<file path="src/rtl/seq_frame_pkg.sv">
// Shared definitions for the 1101-preamble serial framer and its detector bench.
package seq_frame_pkg;

  typedef enum logic [2:0] {
    ST_IDLE,
    ST_PRE,
    ST_DATA,
    ST_PAR,
    ST_GAP
  } state_e;

  localparam logic [3:0] PREAMBLE = 4'b1101;
  localparam int         PRE_LEN  = 4;

  function automatic int max3(input int a, input int b, input int c);
    int m;
    m = (a > b) ? a : b;
    return (m > c) ? m : c;
  endfunction

endpackage

</file>
<file path="src/rtl/seq_bit_counter.sv">
// Loadable down-counter that saturates at zero and flags it.
module seq_bit_counter #(
  parameter int W = 3
) (
  input  logic         clk,
  input  logic         rst,
  input  logic         load_i,
  input  logic [W-1:0] load_val_i,
  output logic [W-1:0] cnt_o,
  output logic         zero_o
);

  logic [W-1:0] cnt_q;

  always_ff @(posedge clk) begin
    if (rst) begin
      cnt_q <= '0;
    end else if (load_i) begin
      cnt_q <= load_val_i;
    end else if (cnt_q != '0) begin
      cnt_q <= cnt_q - W'(1);
    end
  end

  assign cnt_o  = cnt_q;
  assign zero_o = (cnt_q == '0);

endmodule

</file>
<file path="src/rtl/seq_frame_tx.sv">
// Serial framer: 1101 preamble, payload MSB-first, optional parity, zero gap.
// Define SEQ_FRAME_TX_PARITY_EN to append an even-parity bit after the payload.
module seq_frame_tx
  import seq_frame_pkg::*;
#(
  parameter int DATA_W = 8,
  parameter int GAP    = 2
) (
  input  logic              clk,
  input  logic              rst,
  input  logic [DATA_W-1:0] in_data,
  input  logic              in_valid,
  output logic              in_ready,
  output logic              tx_bit,
  output logic              tx_active,
  output logic              frame_done
);

  localparam int CNT_W = $clog2(max3(DATA_W, GAP, PRE_LEN) + 1);
  localparam logic [CNT_W-1:0] PRE_LOAD  = CNT_W'(PRE_LEN - 1);
  localparam logic [CNT_W-1:0] DATA_LOAD = CNT_W'(DATA_W - 1);
  localparam logic [CNT_W-1:0] GAP_LOAD  = (GAP > 0) ? CNT_W'(GAP - 1) : '0;
  localparam state_e POST_DATA = (GAP > 0) ? ST_GAP : ST_IDLE;

  state_e            state_q, state_d;
  logic [DATA_W-1:0] shreg_q, shreg_d;
  logic              tx_bit_q, tx_bit_d;
  logic              tx_active_q, tx_active_d;
  logic              frame_done_q, frame_done_d;
  logic              cnt_load;
  logic [CNT_W-1:0]  cnt_load_val;
  logic [CNT_W-1:0]  cnt_q;
  logic              cnt_zero;
  logic [1:0]        pre_idx;
  logic              accept;

  assign in_ready = (state_q == ST_IDLE) && !rst;
  assign accept   = in_valid && in_ready;

  seq_bit_counter #(.W(CNT_W)) u_cnt (
    .clk        (clk),
    .rst        (rst),
    .load_i     (cnt_load),
    .load_val_i (cnt_load_val),
    .cnt_o      (cnt_q),
    .zero_o     (cnt_zero)
  );

`ifdef SEQ_FRAME_TX_PARITY_EN
  logic parity_q;

  always_ff @(posedge clk) begin
    if (rst) begin
      parity_q <= 1'b0;
    end else if (accept) begin
      parity_q <= ^in_data;
    end
  end
`endif

  // tx_bit is registered, so each branch computes the bit that is on the line after this edge.
  always_comb begin
    state_d      = state_q;
    shreg_d      = shreg_q;
    tx_bit_d     = 1'b0;
    cnt_load     = 1'b0;
    cnt_load_val = '0;
    pre_idx      = 2'(cnt_q - CNT_W'(1));
    case (state_q)
      ST_IDLE: begin
        if (accept) begin
          state_d      = ST_PRE;
          shreg_d      = in_data;
          cnt_load     = 1'b1;
          cnt_load_val = PRE_LOAD;
          tx_bit_d     = PREAMBLE[PRE_LEN-1];
        end
      end
      ST_PRE: begin
        if (cnt_zero) begin
          state_d      = ST_DATA;
          cnt_load     = 1'b1;
          cnt_load_val = DATA_LOAD;
          tx_bit_d     = shreg_q[DATA_W-1];
        end else begin
          tx_bit_d = PREAMBLE[pre_idx];
        end
      end
      ST_DATA: begin
        if (!cnt_zero) begin
          shreg_d  = shreg_q << 1;
          tx_bit_d = shreg_d[DATA_W-1];
        end else begin
`ifdef SEQ_FRAME_TX_PARITY_EN
          state_d      = ST_PAR;
          cnt_load     = 1'b1;
          cnt_load_val = '0;
          tx_bit_d     = parity_q;
`else
          state_d      = POST_DATA;
          cnt_load     = 1'b1;
          cnt_load_val = GAP_LOAD;
`endif
        end
      end
`ifdef SEQ_FRAME_TX_PARITY_EN
      ST_PAR: begin
        state_d      = POST_DATA;
        cnt_load     = 1'b1;
        cnt_load_val = GAP_LOAD;
      end
`endif
      ST_GAP: begin
        if (cnt_zero) begin
          state_d  = ST_IDLE;
          cnt_load = 1'b1;
        end
      end
      default: begin
        state_d = ST_IDLE;
      end
    endcase
    tx_active_d  = (state_d != ST_IDLE);
    frame_done_d = (state_q != ST_IDLE) && (state_d == ST_IDLE);
  end

  always_ff @(posedge clk) begin
    if (rst) begin
      state_q      <= ST_IDLE;
      shreg_q      <= '0;
      tx_bit_q     <= 1'b0;
      tx_active_q  <= 1'b0;
      frame_done_q <= 1'b0;
    end else begin
      state_q      <= state_d;
      shreg_q      <= shreg_d;
      tx_bit_q     <= tx_bit_d;
      tx_active_q  <= tx_active_d;
      frame_done_q <= frame_done_d;
    end
  end

  assign tx_bit     = tx_bit_q;
  assign tx_active  = tx_active_q;
  assign frame_done = frame_done_q;

endmodule

</file>
<file path="config.mk">
export PLATFORM = sky130hd
export DESIGN_NAME = seq_frame_tx
export DESIGN_NICKNAME = d
export VERILOG_FILES = /design/src/rtl/seq_frame_pkg.sv /design/src/rtl/seq_bit_counter.sv /design/src/rtl/seq_frame_tx.sv
export SDC_FILE = /design/constraint.sdc
export NUM_CORES = 1
export LEC_CHECK = 0
export CORE_MARGIN = 4
export CORE_UTILIZATION = 50
export DETAILED_ROUTE_END_ITERATION = 12
export GPL_ROUTABILITY_DRIVEN = 0
export PLACE_DENSITY = 0.75
export SYNTH_ARGS = -nofsm -noshare
export SYNTH_HDL_FRONTEND = slang
export SYNTH_SLANG_ARGS = --single-unit
</file>
<file path="constraint.sdc">
create_clock -name clk -period 1.8 [get_ports clk]
set_input_delay 0.36 -clock clk [delete_from_list [all_inputs] [get_ports clk]]
set_output_delay 0.36 -clock clk [all_outputs]
set_load 0.05 [all_outputs]
</file>
==> flow_summary.ini <==
[hold_path]
hp-class = flop to flop

[setup_path]
start_kind = flop
r2r_end = u_cnt.cnt_o[3]$_SDFFE_PP0P_
path_buf_inv = 2
critical_path_required_ns = 1.44
path_class = flop to output pin
crit_path_cell_trace = nor4_4 > buf_4 > buf_12
rrSetupSlack_ns = 0.15
rr_worst_depth = 8
path_depth = 3
crit_arrival_ns = 1.36
path_max_fanout = 4
worst_path_max_delay_cell = dfxtp_1
crit_end = in_ready
cp_slowest_stage_delay_ns = 0.37
crit_start = state_q[2]$_SDFF_PP0_
cpLargestDelayFamily = flip-flops
setup.worst_path.end_class = output pin
r2r_start = state_q[1]$_SDFF_PP0_

[final_layout]
final_nets = 142
antenna_cells = 0
drive_above_1_share_pct = 25.8
multi_input_area_sq_um = 576
seq_area_sq_um = 362
finalInstanceArea_sq_um = 1270
final_cell_mix = dfxtp_1, buf_4, nor2_1
syn_to_final_growth_pct = 30.1
nFillCells = 147
layout_commonest_cell = dfxtp_1

[placement]
dp_hpwl_microns = 1490
port_buffers = 14
post_dp_cell_area_sq_um = 1200

[routing]
avgRoutedWirePerCell_microns = 13.8
vias = 830
via_per_inst = 5.42
drtAntennaViolNets = 0
drc_errors = 0
dr.pass1.iters = 4
routed_wl_microns = 2100
first_iter_violations = 12

[timing]
worst_pin_slew_ns = 0.308
skew_ns = 0.00379
max_freq_mhz = 581
period_share_pct = 95.6
setup_viol = 0
fin_tns_setup_ns = 0
final_hold_viol_count = 0
drv_slew = 0
relSlewSlack_pct = 79.4
finalCriticalPeriod_ns = 1.72
rsz0062_at_grt = no

[global_routing]
grt_pass1_vias = 763
antenna_found_initial = 0
grt_pass1_wl_microns = 3530
grt_overflow = 0
grt_usage_pct = 17.7
grt_max_degree = 19

[floorplanning]
die_w_microns = 52.1
fp.dieH_microns = 52.1
ios = 15
dieArea_sq_um = 2720
core_sq_um = 1780
rows = 15
start_util_pct = 54.6

[clocking]
cts_sinks = 18
clockBufferDepth = 2
htreeDepth = 1
cts_buffers = 3
path_clk_slew_ns = 0.10
clock_latency_ns = 0.30
ctsHoldBuffers = 0
root_buffer = clkbuf_4
cts_tree = built

[synthesis]
yosys_warnings = 0
ys.flop_type = dfxtp_1
ys_seq_area_share_pct = 37.0
syn_area_per_cell_sq_um = 9.10
synth_nets = 120
synthArstFlopShare_pct = 0
synthCells = 107
ys_types = 34
synth_seq_cells = 18
syn_area_sq_um = 973
synth_edf_count = 0

[status]
status = completed

[power_and_ir_drop]
vdd_drop_max_mv = 0.904
power.density_nw_per_um2 = 1210
p_leak_nw = 0.528

[flow_run]
maxCapViolations = 0
[power breakdown]
part	internal [mW]	switching [mW]
Combinational	0.346	0.385
Clock	0.123	0.126
Sequential	0.479	0.0787
Total	0.948	0.590
[sequential cells by signal (all words and copies together), names as in the netlist]
| register | count |
|---|---|
| frame_done | 1 |
| shreg_q | 8 |
| state_q | 3 |
| tx_active | 1 |
| tx_bit | 1 |
| u_cnt.cnt_o | 4 |
[final cells by class]
| class | instances | area share, % |
|---|---|---|
| multi-input combinational | 75 | 45.5 |
| sequential | 18 | 28.6 |
| timing repair buffer | 27 | 19.5 |
| clock buffer | 4 | 2.87 |
| tap | 25 | 2.47 |
| inverter | 4 | 1.19 |
[how the worst min path moves through the flow]
stage                                        from                 endpoint  slack, ns  cells after the start
after floorplan           shreg_q[2]$_SDFFE_PP0P_  shreg_q[2]$_SDFFE_PP0P_       0.47                      2
after global routing      shreg_q[5]$_SDFFE_PP0P_  shreg_q[5]$_SDFFE_PP0P_       0.54                      2
final                     shreg_q[2]$_SDFFE_PP0P_  shreg_q[2]$_SDFFE_PP0P_       0.51                      2
after global placement    shreg_q[5]$_SDFFE_PP0P_  shreg_q[5]$_SDFFE_PP0P_       0.49                      2
after detailed placement  shreg_q[2]$_SDFFE_PP0P_  shreg_q[2]$_SDFFE_PP0P_       0.50                      2
after CTS                 shreg_q[2]$_SDFFE_PP0P_  shreg_q[2]$_SDFFE_PP0P_       0.51                      2
[cell usage after synthesis, types with 3 or more instances]
master    instances  share of area (%)
a211oi_2          3                3.9
dfxtp_1          18                 37
nor3b_1           3                2.3
o21ai_0           5                2.6
a21oi_1           8                4.1
a211oi_1          5                3.9
clkbuf_1          5                1.9
nand2_1           3                1.2
nor2_1           13                5.0
mux2i_1           7                7.2
nand3b_1          3                2.3
nor3_1            4                2.1
inv_1             4                1.5
[worst register-to-register path, stage by stage (launching register included)]
cell     delay (ns)
dfxtp_1        0.37
buf_6          0.18
nor4_4         0.06
buf_4          0.16
buf_4          0.13
buf_4          0.13
and2_1         0.14
buf_4          0.13
nor4_1         0.26
[metrics by stage]
| step | worst slack [ns] | hold slack [ns] | util (%) | power, mW | cells |
|---|---|---|---|---|---|
| floorplan | -0.0340 | 0.475 | - | 1.08 | 107 |
| global placement | -0.0338 | 0.487 | 67.6 | 1.24 | 147 |
| detailed placement | -0.0460 | 0.500 | 67.6 | 1.26 | 147 |
| CTS | 0.0197 | 0.514 | 70.2 | 1.52 | 152 |
| global route | 0.0123 | 0.542 | 71.0 | 1.65 | 153 |
| finish | 0.0800 | 0.505 | 71.0 | 1.54 | 153 |
[cells by family after synthesis]
| kind of cell | after synthesis | share of synthesized area [%] |
|---|---|---|
| simple gates | 36 | 21.3 |
| compound gates | 28 | 22.5 |
| flops | 18 | 37.0 |
| buf+inv | 14 | 7.58 |
| mux | 7 | 7.20 |
| xor+xnor | 2 | 1.80 |
| fa+ha+maj | 2 | 2.57 |
[metal layers]
layer,up-vias,part of all wire [%],GRT usage [%]
met1,378,43,20.7
li1,425,-,-
met5,-,0,0
met4,0,2.1,7.86
met3,5,6.1,4.58
met2,22,49,29.9
[repair_timing]
item | in CTS | in global routing
setup endpoints to repair | 1 | 3
setup buffers | 1 | 1
pin swaps | 1 | 1
resized for setup | 1 | 3
Note: power is estimated with default switching activity, not from simulation.
